`src/rtl/tinker_muldiv_unit.sv`:
```
// Iterative integer multiply / divide / remainder unit, one bit per cycle.
// Issue and writeback each connect through a valid/ready handshake; a tag rides along with each op.
module tinker_muldiv_unit #(
    parameter int unsigned WIDTH = 64,
    parameter int unsigned TAG_W = 5,
    parameter int unsigned CNT_W = $clog2(WIDTH + 1)
) (
    input  logic             clk,
    input  logic             reset,
    input  logic             in_valid,
    output logic             in_ready,
    input  logic [1:0]       in_op,
    input  logic             in_signed,
    input  logic [WIDTH-1:0] in_a,
    input  logic [WIDTH-1:0] in_b,
    input  logic [TAG_W-1:0] in_tag,
    input  logic             flush,
    output logic             out_valid,
    input  logic             out_ready,
    output logic [WIDTH-1:0] out_result,
    output logic [TAG_W-1:0] out_tag,
    output logic             div_by_zero,
    output logic             busy
);

    typedef enum logic [1:0] {StIdle, StCalc, StDone} state_e;

    localparam logic [1:0] OpDiv = 2'b01;
    localparam logic [1:0] OpRem = 2'b10;

    state_e             state_q, state_d;
    logic [1:0]         op_q, op_d;
    logic               neg_q, neg_d;
    logic [WIDTH-1:0]   a_q, a_d;
    logic [WIDTH-1:0]   b_q, b_d;
    logic [WIDTH-1:0]   acc_q, acc_d;
    logic [CNT_W-1:0]   cnt_q, cnt_d;
    logic [WIDTH-1:0]   res_q, res_d;
    logic [TAG_W-1:0]   tag_q, tag_d;
    logic               dbz_q, dbz_d;

    logic               a_neg, b_neg;
    logic [WIDTH-1:0]   a_abs, b_abs;
    logic               in_is_divrem;
    logic               is_div, is_rem;
    logic [WIDTH:0]     trial, diff;
    logic               fits;
    logic [WIDTH-1:0]   mag;

    always_comb begin
        a_neg        = in_signed & in_a[WIDTH-1];
        b_neg        = in_signed & in_b[WIDTH-1];
        a_abs        = a_neg ? -in_a : in_a;
        b_abs        = b_neg ? -in_b : in_b;
        in_is_divrem = (in_op == OpDiv) || (in_op == OpRem);
        is_div       = (op_q == OpDiv);
        is_rem       = (op_q == OpRem);
        // Restoring step: shift next dividend bit into the partial remainder, then trial-subtract.
        trial        = {acc_q, a_q[WIDTH-1]};
        diff         = trial - {1'b0, b_q};
        fits         = ~diff[WIDTH];
        // Quotient accumulates in a_q; product and remainder both end up in acc_q.
        mag          = is_div ? a_q : acc_q;
    end

    always_comb begin
        state_d = state_q;
        op_d    = op_q;
        neg_d   = neg_q;
        a_d     = a_q;
        b_d     = b_q;
        acc_d   = acc_q;
        cnt_d   = cnt_q;
        res_d   = res_q;
        tag_d   = tag_q;
        dbz_d   = dbz_q;

        unique case (state_q)
            StIdle: begin
                if (!flush && in_valid) begin
                    op_d  = in_op;
                    tag_d = in_tag;
                    a_d   = a_abs;
                    b_d   = b_abs;
                    acc_d = '0;
                    cnt_d = CNT_W'(WIDTH);
                    neg_d = (in_op == OpRem) ? a_neg : (a_neg ^ b_neg);
                    dbz_d = 1'b0;
                    if (in_is_divrem && (in_b == '0)) begin
                        state_d = StDone;
                        dbz_d   = 1'b1;
                        res_d   = (in_op == OpRem) ? in_a : '0;
                    end else begin
                        state_d = StCalc;
                    end
                end
            end
            StCalc: begin
                if (flush) begin
                    state_d = StIdle;
                end else if (cnt_q == '0) begin
                    res_d   = neg_q ? -mag : mag;
                    state_d = StDone;
                end else begin
                    cnt_d = cnt_q - 1'b1;
                    if (is_div || is_rem) begin
                        a_d   = {a_q[WIDTH-2:0], fits};
                        acc_d = fits ? diff[WIDTH-1:0] : trial[WIDTH-1:0];
                    end else begin
                        if (b_q[0]) begin
                            acc_d = acc_q + a_q;
                        end
                        a_d = a_q << 1;
                        b_d = b_q >> 1;
                    end
                end
            end
            StDone: begin
                if (flush || out_ready) begin
                    state_d = StIdle;
                end
            end
            default: state_d = StIdle;
        endcase
    end

    always_ff @(posedge clk or negedge reset) begin
        if (!reset) begin
            state_q <= StIdle;
            op_q    <= '0;
            neg_q   <= 1'b0;
            a_q     <= '0;
            b_q     <= '0;
            acc_q   <= '0;
            cnt_q   <= '0;
            res_q   <= '0;
            tag_q   <= '0;
            dbz_q   <= 1'b0;
        end else begin
            state_q <= state_d;
            op_q    <= op_d;
            neg_q   <= neg_d;
            a_q     <= a_d;
            b_q     <= b_d;
            acc_q   <= acc_d;
            cnt_q   <= cnt_d;
            res_q   <= res_d;
            tag_q   <= tag_d;
            dbz_q   <= dbz_d;
        end
    end

    assign in_ready    = (state_q == StIdle);
    assign busy        = (state_q != StIdle);
    assign out_valid   = (state_q == StDone);
    assign out_result  = res_q;
    assign out_tag     = tag_q;
    assign div_by_zero = dbz_q;

endmodule

```
`config.mk`:
```
export PLATFORM = sky130hd
export DESIGN_NAME = tinker_muldiv_unit
export DESIGN_NICKNAME = d
export VERILOG_FILES = /design/src/rtl/tinker_muldiv_unit.sv
export SDC_FILE = /design/constraint.sdc
export NUM_CORES = 1
export LEC_CHECK = 0
export CORE_MARGIN = 4
export CORE_UTILIZATION = 40
export CTS_CLUSTER_DIAMETER = 120
export DETAILED_ROUTE_END_ITERATION = 10
export HOLD_SLACK_MARGIN = 0.12
export PLACE_DENSITY = 0.58
export SLEW_MARGIN = 20
export SYNTH_ARGS = -nofsm -noshare
export SYNTH_HDL_FRONTEND = slang
export SYNTH_SLANG_ARGS = --single-unit
```
`constraint.sdc`:
```
create_clock -name clk -period 11.9 [get_ports clk]
set_input_delay 1.785 -clock clk [delete_from_list [all_inputs] [get_ports clk]]
set_output_delay 1.785 -clock clk [all_outputs]
set_load 0.02 [all_outputs]
```
==> Flow_metrics.wiki <==
{| class="wikitable"
! Metric !! Value
|-
| Drc violations || 0
|-
| Die span in y || 264.0 microns
|-
| Number of CTS-inserted buffers || 36
|-
| Number of enable-type register cells in the synthesized netlist || 0
|-
| Maximum number of pins on one net before global-route repair || 113
|-
| DR iter-0 viols || 2292
|-
| Antenna violations before repair || 0
|-
| Final antenna diode count || 0
|-
| TritonCTS clock tree || built
|-
| Static leakage || 12.33 nW
|-
| Area taken by multi-input logic gates || 18090 sq um
|-
| Final WL || 86830 microns
|-
| Number of buffers added to fix hold violations after cts || 0
|-
| Proportion of total power due to net switching || 0.5320
|-
| Global route total overflow || 0
|-
| Core Box Area || 64700 sq um
|-
| Crit path arrival time || 5.99 ns
|-
| Seq cells post-synth || 274
|-
| Avg Synthesized Cell Area || 7.371 sq um
|-
| Area leader, netlist || sky130_fd_sc_hd__dfrtp_1
|-
| Crit path time final || 5.546 ns
|-
| Gate count after technology mapping || 3557
|-
| Crit-path max FO || 110
|-
| Sequential cell fraction of total power || 0.201
|-
| Area Growth Syn to Fin || 14.43%
|-
| Combined area of all synthesized cells || 26220 sq um
|-
| Cell with the largest stage delay on the worst path || sky130_fd_sc_hd__buf_4
|-
| Clock root buffer || sky130_fd_sc_hd__clkbuf_16
|-
| Row cnt || 93
|-
| Via count of the first global-routing pass || 23620
|-
| Worst-skew pair later-pin latency || 0.56 ns
|-
| Maximum frequency from static timing analysis || 180.3 MHz
|-
| Transition at the pin with the smallest max-transition slack || 1.050 ns
|-
| Crit path required time || 12.34 ns
|-
| Post-route insts no fill || 4503
|-
| Count of boundary I/O pins || 214
|-
| I/O Buffers || 213
|-
| Final worst hold slack || 0.4765 ns
|-
| Worst IR Drop VDD || 146.4 uV
|-
| Resized cells post-CTS || 0
|-
| Wire length per cell || 19.28 microns
|-
| Slew Limit Fails || 0
|-
| Top cells by area, synth || sky130_fd_sc_hd__dfrtp_1 26%, sky130_fd_sc_hd__a21oi_1 9.2%, sky130_fd_sc_hd__ha_1 6.4%, sky130_fd_sc_hd__nor2_1 6.0%, sky130_fd_sc_hd__nand2_1 5.7%
|-
| Most frequent CP cell || sky130_fd_sc_hd__buf_4
|-
| Post-CTS setup buffer count || 0
|-
| Clock input transition at the sequential cells of the worst setup and hold paths || 0.06 ns
|-
| Post-route antenna net violation count || 0
|-
| Synth cell types || 92
|-
| Combinational cell fraction of total power || 0.685
|-
| Kind of cell adding the most delay to the critical path || simple AND/OR/NAND/NOR gates
|-
| Setup-violating endpoint count in the final report || 0
|-
| Path class of the lowest-slack min-delay path || flop to flop
|-
| Starting Density || 0.4053
|-
| Fin. Hold Viols || 0
|-
| Total number of clock tree sinks || 274
|-
| Most common cell in the netlist || sky130_fd_sc_hd__a21oi_1
|-
| Area share of the leading cell type in the synthesized netlist || 0.2615
|-
| Type of destination of the critical path || flop
|-
| Via total after detailed routing || 25570
|-
| Kind of launch point of the worst setup path || primary input
|-
| Unrepaired setup endpoints after global routing || false
|-
| Share of synthesized area occupied by flip-flops and latches || 0.2615
|-
| Global-route wire length before repair || 135400 microns
|-
| List of most frequent post-synthesis cells || 483 x sky130_fd_sc_hd__a21oi_1, 422 x sky130_fd_sc_hd__nor2_1, 397 x sky130_fd_sc_hd__nand2_1
|-
| Total area of sequential cells || 6858 sq um
|-
| Worst slew margin || 0.2975
|-
| Synthesized Nets || 3834
|-
| Classification of the worst setup path || primary input to flop
|-
| Power density relative to cell area || 317.6 nW/um^2
|-
| Number of maximum-capacitance constraint violations || 0
|-
| Critical path cell sequence || clkdlybuf4s50_1 -> or3_1 -> nor4_2 -> and3_1 -> and2_0 -> and4b_1 -> nand3_1 -> o31ai_4 -> buf_4 -> buf_4 -> mux2_2
|-
| Worst clock skew on the final layout || 0.02355 ns
|-
| Clk network pwr share || 0.114
|-
| Share of cells above drive strength 1 || 0.04413
|-
| Worst path bufs/invs || 3
|-
| Die Area || 69710 sq um
|-
| Vias per cell || 5.678
|-
| Overall track demand over capacity in global routing || 0.2372
|-
| Final Wtd Congestion || 0.9031
|-
| Depth of the CTS H-tree || 2
|-
| Most used DFF post-synth || sky130_fd_sc_hd__dfrtp_1
|-
| Post-route fraction of the period consumed by the critical path || 0.4660
|-
| Fin Setup TNS || 0 ns
|-
| Filler Cells Inserted || 6701
|-
| Number of placed cells counting well taps || 4437
|-
| Drt pass-1 iters || 6
|-
| Internal power component || 4.459 mW
|-
| Worst path max stage delay || 0.77 ns
|-
| Fraction of registers with async set/reset || 1.000
|-
| Total half-perimeter wirelength after legalization and detailed placement || 67540 microns
|-
| Clock Tree Buf Depth || 3
|-
| Synthesis warning total || 0
|-
| Overall die width || 264.0 microns
|-
| P_sw || 5.070 mW
|-
| Total number of nets in the final design || 3897
|-
| Outcome || complete, no violations
|}
power groups by stage:
stage                     registers [mW]  logic, mW  clock network [mW]
final                               1.92       6.52                1.09
after global routing                1.97       7.22                1.15
after CTS                           1.90       6.47                1.11
after detailed placement            1.91       6.44                   0
after global placement              1.91       6.43                   0
after floorplan                     1.82       4.64                   0
final cells by class:
class | instances | share of cell area
inverter | 120 | 0.01501
clock buffer | 49 | 0.03469
sequential | 274 | 0.2286
clock inverter | 17 | 0.004545
tap | 855 | 0.03565
timing repair buffer | 243 | 0.07873
multi-input combinational | 2945 | 0.6028
flip-flops by register name (all words and copies together), names as in the netlist:
name and cells:
div_by_zero 1, out_tag 5, a_q 64, op_q 2, out_result 64, state_q 2
b_q 64, cnt_q 7, acc_q 64, neg_q 1
layer usage:
layer / track usage / vias to the layer above / part of all wire
met3: 0.02496 / 87 / 0.056
met4: 0.05268 / 0 / 0.019
met2: 0.3391 / 724 / 0.40
li1: - / 12920 / -
met1: 0.3803 / 11840 / 0.52
met5: 0 / - / 0
kinds of logic after synthesis:
logic type	count (synthesis)	share of synthesized area
flip-flops	274	0.2615
multiplexers	91	0.03498
buffers and inverters	338	0.05364
adder cells (fa/ha/maj)	136	0.06547
AND/OR/NAND/NOR	1215	0.2131
XOR/XNOR	285	0.09520
AO/OA/AOI/OAI	1218	0.2762
worst reg2reg max path, cell delays in order (launching register included):
cell and delay, ns:
sky130_fd_sc_hd__dfrtp_1 0.32, sky130_fd_sc_hd__buf_4 0.18, sky130_fd_sc_hd__inv_1 0.06, sky130_fd_sc_hd__ha_1 0.23, sky130_fd_sc_hd__fa_1 0.39, sky130_fd_sc_hd__nand2b_1 0.19, sky130_fd_sc_hd__a21oi_1 0.19, sky130_fd_sc_hd__o41a_1 0.25
sky130_fd_sc_hd__a211oi_1 0.11, sky130_fd_sc_hd__a211oi_1 0.56, sky130_fd_sc_hd__a31oi_1 0.40, sky130_fd_sc_hd__o211ai_1 0.59, sky130_fd_sc_hd__xnor2_2 0.23, sky130_fd_sc_hd__buf_4 0.49, sky130_fd_sc_hd__nor2_1 0.34, sky130_fd_sc_hd__a221o_1 0.37
sky130_fd_sc_hd__a22o_1 0.17
stage by stage:
step           power [mW]  worst slack (ns)  instance area (sq um)  utilization
2_1_floorplan       6.460             7.108                  26220            -
3_3_place_gp        8.332             5.518                  28820       0.4455
3_5_place_dp        8.350             5.425                  28820       0.4455
4_1_cts             9.482             6.018                  30000       0.4637
5_1_grt             10.34             5.971                  30010       0.4638
6_report            9.529             6.354                  30010       0.4638
cells in the final DEF, fill, tap and decap left out, drive strengths merged, types with 98 or more instances in the layout:
cell           synthesis  layout
a21oi                485     485
a31oi                 98      98
clkdlybuf4s50          0     212
dfrtp                274     274
ha                   134     134
inv                  120     124
nand2                397     397
nor2                 422     422
nor3                  98      98
o21ai                306     306
xnor2                169     169
xor2                 116     116
worst paths after layout:
kind | from | slack [ns] | cells past startpoint | end
max | in_b[4] | 6.35 | 11 | out_result[52]$_DFFE_PN0P_
min | out_tag[4]$_DFFE_PN0P_ | 0.48 | 2 | out_tag[4]$_DFFE_PN0P_
max reg2reg | a_q[63]$_DFFE_PN0P_ | 6.72 | 16 | acc_q[47]$_DFFE_PN0P_
min reg2reg | out_tag[4]$_DFFE_PN0P_ | 0.48 | 2 | out_tag[4]$_DFFE_PN0P_
max in group asynchronous | reset | 8.57 | 3 | b_q[13]$_DFFE_PN0P_
min in group asynchronous | reset | 1.21 | 1 | out_result[62]$_DFFE_PN0P_
No activity file was read; power rests on OpenSTA's default activity.
